==> config.mk <==
export PLATFORM = sky130hd
export DESIGN_NAME = seg7_scan_driver
export DESIGN_NICKNAME = d
export VERILOG_FILES = /design/src/rtl/seg7_pkg.sv /design/src/rtl/seg7_digit_decode.sv /design/src/rtl/seg7_scan_driver.sv
export SDC_FILE = /design/constraint.sdc
export NUM_CORES = 1
export LEC_CHECK = 0
export BUFFER_PORTS_ARGS = -buffer_cell sky130_fd_sc_hd__buf_4
export CAP_MARGIN = 20
export CORE_MARGIN = 10
export CORE_UTILIZATION = 61
export CTS_BUF_LIST = sky130_fd_sc_hd__clkbuf_16
export DETAILED_ROUTE_END_ITERATION = 8
export GPL_TIMING_DRIVEN = 0
export MAX_ROUTING_LAYER = met4
export PLACE_DENSITY_LB_ADDON = 0.25
export SLEW_MARGIN = 10
export SYNTH_ARGS = -nofsm -noshare
export SYNTH_HDL_FRONTEND = slang
export SYNTH_SLANG_ARGS = --single-unit
==> constraint.sdc <==
create_clock -name clk -period 4.25 [get_ports clk]
set_input_delay 0.2125 -clock clk [delete_from_list [all_inputs] [get_ports clk]]
set_output_delay 0.2125 -clock clk [all_outputs]
set_load 0.05 [all_outputs]
==> src/rtl/seg7_pkg.sv <==
// Shared types, segment constants and BCD-to-segment decode for the
// multiplexed 7-segment display driver. Segments are {a,b,c,d,e,f,g},
// active-low.
package seg7_pkg;

    typedef logic [6:0] seg_t;

    localparam seg_t SEG_BLANK = 7'b1111111;
    localparam seg_t SEG_0     = 7'b0000001;
    localparam seg_t SEG_1     = 7'b1001111;
    localparam seg_t SEG_2     = 7'b0010010;
    localparam seg_t SEG_3     = 7'b0000110;
    localparam seg_t SEG_4     = 7'b1001100;
    localparam seg_t SEG_5     = 7'b0100100;
    localparam seg_t SEG_6     = 7'b0100000;
    localparam seg_t SEG_7     = 7'b0001111;
    localparam seg_t SEG_8     = 7'b0000000;
    localparam seg_t SEG_9     = 7'b0000100;

    // Map one BCD nibble to active-low segments; non-decimal codes go dark.
    function automatic seg_t decode_digit(input logic [3:0] code);
        seg_t s;
        case (code)
            4'd0:    s = SEG_0;
            4'd1:    s = SEG_1;
            4'd2:    s = SEG_2;
            4'd3:    s = SEG_3;
            4'd4:    s = SEG_4;
            4'd5:    s = SEG_5;
            4'd6:    s = SEG_6;
            4'd7:    s = SEG_7;
            4'd8:    s = SEG_8;
            4'd9:    s = SEG_9;
            default: s = SEG_BLANK;
        endcase
        return s;
    endfunction

endpackage

==> src/rtl/seg7_digit_decode.sv <==
// Combinational single-digit decoder: 4-bit code to active-low segments,
// codes above 9 produce an all-off pattern.
module seg7_digit_decode
    import seg7_pkg::*;
(
    input  logic [3:0] code,
    output seg_t       seg_c
);

    // Pure table lookup shared with the package decode function.
    always_comb begin
        seg_c = decode_digit(code);
    end

endmodule

==> src/rtl/seg7_scan_driver.sv <==
// Multiplexed N-digit common-anode 7-segment driver.
// Scans one digit per slot of SCAN_DIV clocks, blanking all anodes for the
// first BLANK_CYCLES clocks of each slot to avoid ghosting. Loads land in a
// pending buffer and are copied to the display buffer only on frame wrap.
// Optional build macro: LEADING_ZERO_BLANK_EN blanks leading zero digits
// (digit 0 is always shown).
module seg7_scan_driver
    import seg7_pkg::*;
#(
    parameter int unsigned NUM_DIGITS   = 4,
    parameter int unsigned SCAN_DIV     = 50000,
    parameter int unsigned BLANK_CYCLES = 16
) (
    input  logic                    clk,
    input  logic                    reset,
    input  logic [4*NUM_DIGITS-1:0] bcd_in,
    input  logic [NUM_DIGITS-1:0]   dp_in,
    input  logic                    load,
    output logic [NUM_DIGITS-1:0]   anode_n,
    output seg_t                    seg_n,
    output logic                    dp_n,
    output logic                    code_err
);

    localparam int unsigned CNT_W = (SCAN_DIV > 1) ? $clog2(SCAN_DIV) : 1;
    localparam int unsigned IDX_W = (NUM_DIGITS > 1) ? $clog2(NUM_DIGITS) : 1;
    localparam int unsigned BCD_W = 4 * NUM_DIGITS;

    logic [CNT_W-1:0]      cnt;
    logic [IDX_W-1:0]      idx;
    logic [BCD_W-1:0]      pend_bcd;
    logic [NUM_DIGITS-1:0] pend_dp;
    logic [BCD_W-1:0]      disp_bcd;
    logic [NUM_DIGITS-1:0] disp_dp;

    logic                  slot_end_c;
    logic                  frame_end_c;
    logic                  blank_c;
    logic [BCD_W-1:0]      pend_next_bcd_c;
    logic [NUM_DIGITS-1:0] pend_next_dp_c;
    logic                  code_err_next_c;
    logic [3:0]            digit_c;
    logic                  dp_sel_c;
    logic                  lz_blank_c;
    seg_t                  dec_seg_c;
    seg_t                  seg_sel_c;
    logic [NUM_DIGITS-1:0] anode_sel_c;

    // Slot / frame boundary detection and the pending value seen at wrap.
    always_comb begin
        slot_end_c      = (cnt == CNT_W'(SCAN_DIV - 1));
        frame_end_c     = slot_end_c && (idx == IDX_W'(NUM_DIGITS - 1));
        pend_next_bcd_c = load ? bcd_in : pend_bcd;
        pend_next_dp_c  = load ? dp_in  : pend_dp;
    end

    // Anti-ghosting window at the start of every slot.
    generate
        if (BLANK_CYCLES == 0) begin : g_no_blank
            assign blank_c = 1'b0;
        end else begin : g_blank
            assign blank_c = (32'(cnt) < BLANK_CYCLES);
        end
    endgenerate

    // Flag any non-decimal nibble in the word being loaded.
    always_comb begin
        code_err_next_c = 1'b0;
        for (int i = 0; i < int'(NUM_DIGITS); i++) begin
            if (bcd_in[4*i +: 4] > 4'd9) begin
                code_err_next_c = 1'b1;
            end
        end
    end

    // Select the active digit's nibble, decimal point and anode.
    always_comb begin
        digit_c     = disp_bcd[4*32'(idx) +: 4];
        dp_sel_c    = disp_dp[32'(idx)];
        anode_sel_c = ~(NUM_DIGITS'(1) << idx);
    end

    seg7_digit_decode u_decode (
        .code  (digit_c),
        .seg_c (dec_seg_c)
    );

    // Leading-zero suppression: blank digit idx>0 if it and all higher are 0.
`ifdef LEADING_ZERO_BLANK_EN
    always_comb begin
        lz_blank_c = (idx != '0) && ((disp_bcd >> (4*32'(idx))) == '0);
    end
`else
    always_comb begin
        lz_blank_c = 1'b0;
    end
`endif

    always_comb begin
        seg_sel_c = lz_blank_c ? SEG_BLANK : dec_seg_c;
    end

    // Scan counters, double buffer, error flag and registered pin outputs.
    always_ff @(posedge clk) begin
        if (reset) begin
            cnt      <= '0;
            idx      <= '0;
            pend_bcd <= '0;
            pend_dp  <= '0;
            disp_bcd <= '0;
            disp_dp  <= '0;
            code_err <= 1'b0;
            anode_n  <= '1;
            seg_n    <= SEG_BLANK;
            dp_n     <= 1'b1;
        end else begin
            if (slot_end_c) begin
                cnt <= '0;
                if (idx == IDX_W'(NUM_DIGITS - 1)) begin
                    idx <= '0;
                end else begin
                    idx <= idx + IDX_W'(1);
                end
            end else begin
                cnt <= cnt + CNT_W'(1);
            end

            if (load) begin
                pend_bcd <= bcd_in;
                pend_dp  <= dp_in;
                code_err <= code_err_next_c;
            end

            if (frame_end_c) begin
                disp_bcd <= pend_next_bcd_c;
                disp_dp  <= pend_next_dp_c;
            end

            if (blank_c) begin
                anode_n <= '1;
                seg_n   <= SEG_BLANK;
                dp_n    <= 1'b1;
            end else begin
                anode_n <= anode_sel_c;
                seg_n   <= seg_sel_c;
                dp_n    <= ~dp_sel_c;
            end
        end
    end

endmodule
==> results_dict.tcl <==
set metrics [dict create \
    skew_ns 0.003218 \
    drt_wl_total_um 6262 \
    yosysTopAreaCell "dfxtp_1" \
    met2_length_um 2918 \
    final_util_pct 76.68 \
    ctsHoldBuffers 0 \
    syn_area_per_cell_um2 10.07 \
    cts.clk_slew.worst_paths_ns 0.05 \
    cts-buffers-inserted 9 \
    fmax_ghz 0.4125 \
    finalMaxSlewViolations 0 \
    p_clk_share_pct 50.9 \
    synth_area_um2 3002 \
    worst_slack_ns 1.826 \
    root_buffer "clkbuf_16" \
    yosysUniqueCellTypes 30 \
    dr.max_layer_used "met4" \
    cts_setup_buffers 0 \
    fillers 330 \
    power.total_mw 1.528 \
    final_common_cell "dfxtp_1" \
    crit_required_ns 4.44 \
    wl_per_cell_um 15.13 \
    hold_viol_final 0 \
    drc_errors 0 \
    fin_setup_tns_ns 0 \
    power_frac_comb_pct 4.3 \
    run_status "finished, final reports clean" \
    ys_seq_area_share_pct 47.35 \
    gr-usage-all-layers_pct 16.26 \
    diodes 0 \
    critical_path_buf_inv_count 2 \
    routed-via-count 2248 \
    dieWidth_um 90.15 \
    grt_pass1_wl_um 10870 \
    synth_top_area_share_pct 47.35 \
    drt_first_pass_iters 4 \
    dpl.hpwl_um 4356 \
    drt-initial-drc-count 112 \
    seq_power_share_pct 44.8 \
    wl_met1_um 2943 \
    p_switching_mw 0.3106 \
    ir_drop_mv 0.3499 \
    num_rows 25 \
    syn-num-nets 332 \
    drive_gt1_share_pct 22.19 \
    min_period_ns 2.424 \
    pre_cts_slack_ns 1.801 \
    num_io_pins 36 \
    nets 376 \
    start_kind "flop" \
    clock-sinks 71 \
    final_cell_mix "dfxtp_1 (71), nor2_1 (37), buf_4 (33)" \
    area_delta_synth_final_pct 21.47 \
    ys_ff_latch 71 \
    fin_crit_sh_pct 57.05 \
    async_reset_ff_share_pct 0 \
    timing_worst_setup_path_type "reg2reg" \
    drtAntennaViolNets 0 \
    swShare_pct 20.32 \
    grt_start_max_net_pins 13 \
    antenna_found_initial 0 \
    crit_path_top_delay_cell "mux4_2" \
    cts.htree.levels 3 \
    report.final.setup_viol 0 \
    start_util_pct 63.13 \
    slowest_delay_ns 0.62 \
    worstMarginPinSlew_ns 0.7263 \
    core_um2 4755 \
    ctsResizeCount 0 \
    path_cells "clkbuf_1 -> mux4_2 -> clkbuf_1 -> or2_2 -> a21oi_1 -> o21ai_0" \
    critical_path_peak_fanout 10 \
    tritoncts "done" \
    gr-total-overflow 0 \
    synth_edf_count 0 \
    dr_wl_met3_um 234 \
    max_slew_margin_pct 51.58 \
    die_area_um2 8126 \
    crit_top_cell "clkbuf_1" \
    stdcell_area_um2 3646 \
    synthTopCellsByArea "dfxtp_1 (47%), mux2_2 (7.5%), mux2i_1 (7.3%), nor2_1 (4.6%), ha_1 (4.6%)" \
    cp.arrival_ns 2.61 \
    gp_congestion 0.8176 \
    rsz0062_at_grt "no" \
    placed_cell_area_um2 3333 \
    syn-instance-count 298 \
    register_area_um2 1421 \
    vias_per_cell 5.430 \
    critPathCaptureType "flop" \
    cpLargestDelayFamily "buffers and inverters" \
    clk_latency_ns 0.32 \
    p_leak_nw 1.484 \
    intPower_mw 1.218 \
    p_per_area_nw_per_um2 419.2 \
    grt_pass1_vias 2237 \
    ys.flop_type "dfxtp_1" \
    yosysWarnings 0 \
    multi_input_area_um2 1485 \
    holdCritPathClass "in2reg" \
    fp.dieH_um 90.15 \
    portBuffers 33 \
    cts.path.max_buffers 2 \
    timing.max_cap.violations 0 \
]
worst min-delay path, delay by kind of cell:
family	cells	cell delay [ns]
and+or+nand+nor	1	0.11
muxes	1	0.05
buffers and inverters	1	0.08
stage by stage:
step | cells | hold WS [ns]
final | 414 | 0.1687
after global routing | 414 | 0.1955
after CTS | 414 | 0.1644
after detailed placement | 398 | 0.4449
after global placement | 398 | 0.4244
after floorplan | 298 | 0.3910
Yosys cell counts, drive strengths merged, types with 5 or more instances:
| library cell | n |
|---|---|
| xnor2 | 6 |
| ha | 11 |
| o21ai | 15 |
| mux2 | 20 |
| a21oi | 9 |
| nor2b | 22 |
| clkbuf | 15 |
| xor2 | 5 |
| nand4 | 6 |
| nand2 | 9 |
| mux2i | 22 |
| mux4 | 5 |
| inv | 9 |
| dfxtp | 71 |
| nor2 | 37 |
| nand3 | 9 |
flip-flops by register name (all words and copies together), names as in the netlist:
name      cells
cnt          16
disp_bcd     16
dp_n          1
idx           2
pend_dp       4
disp_dp       4
seg_n         7
code_err      1
pend_bcd     16
anode_n       4
path summary, 6_finish.rpt:
kind	startpoint	to	slack, ns	cells after the start
worst min register to register	cnt[0]	cnt[0]	0.45	1
worst min-delay path	dp_in[0]	pend_dp[0]	0.17	3
worst max register to register	idx[0]	seg_n[3]	1.83	6
worst max-delay path	idx[0]	seg_n[3]	1.83	6
power groups by stage:
stage,registers [mW],clock network (mW),logic (mW)
final,0.685,0.777,0.0658
after global routing,0.687,0.818,0.0730
after CTS,0.686,0.786,0.0665
after detailed placement,0.700,0,0.0658
after global placement,0.699,0,0.0639
after floorplan,0.701,0,0.0357
metal layers:
metal	track usage, %	up-vias
li1	-	1116
met1	20.02	1065
met2	24.58	50
met3	3.658	17
met4	8.090	0
met5	-	-
kinds of logic after synthesis:
logic type	share of synthesized area, %
multiplexers	18.59
buffers and inverters	3.168
XOR/XNOR	3.210
flip-flops	47.35
AND/OR/NAND/NOR	17.76
adder cells (fa/ha/maj)	4.585
AO/OA/AOI/OAI	5.335
final cells by class:
type	instances	share of cell area, %
Inverter	9	0.9266
Sequential cell	71	38.98
Multi-Input combinational cell	202	40.73
Clock buffer	9	6.177
Tap cell	67	2.299
Timing Repair Buffer	33	6.795
Clock inverter	7	2.402
Buffer	16	1.682
Power figures use the tool's default switching activity.
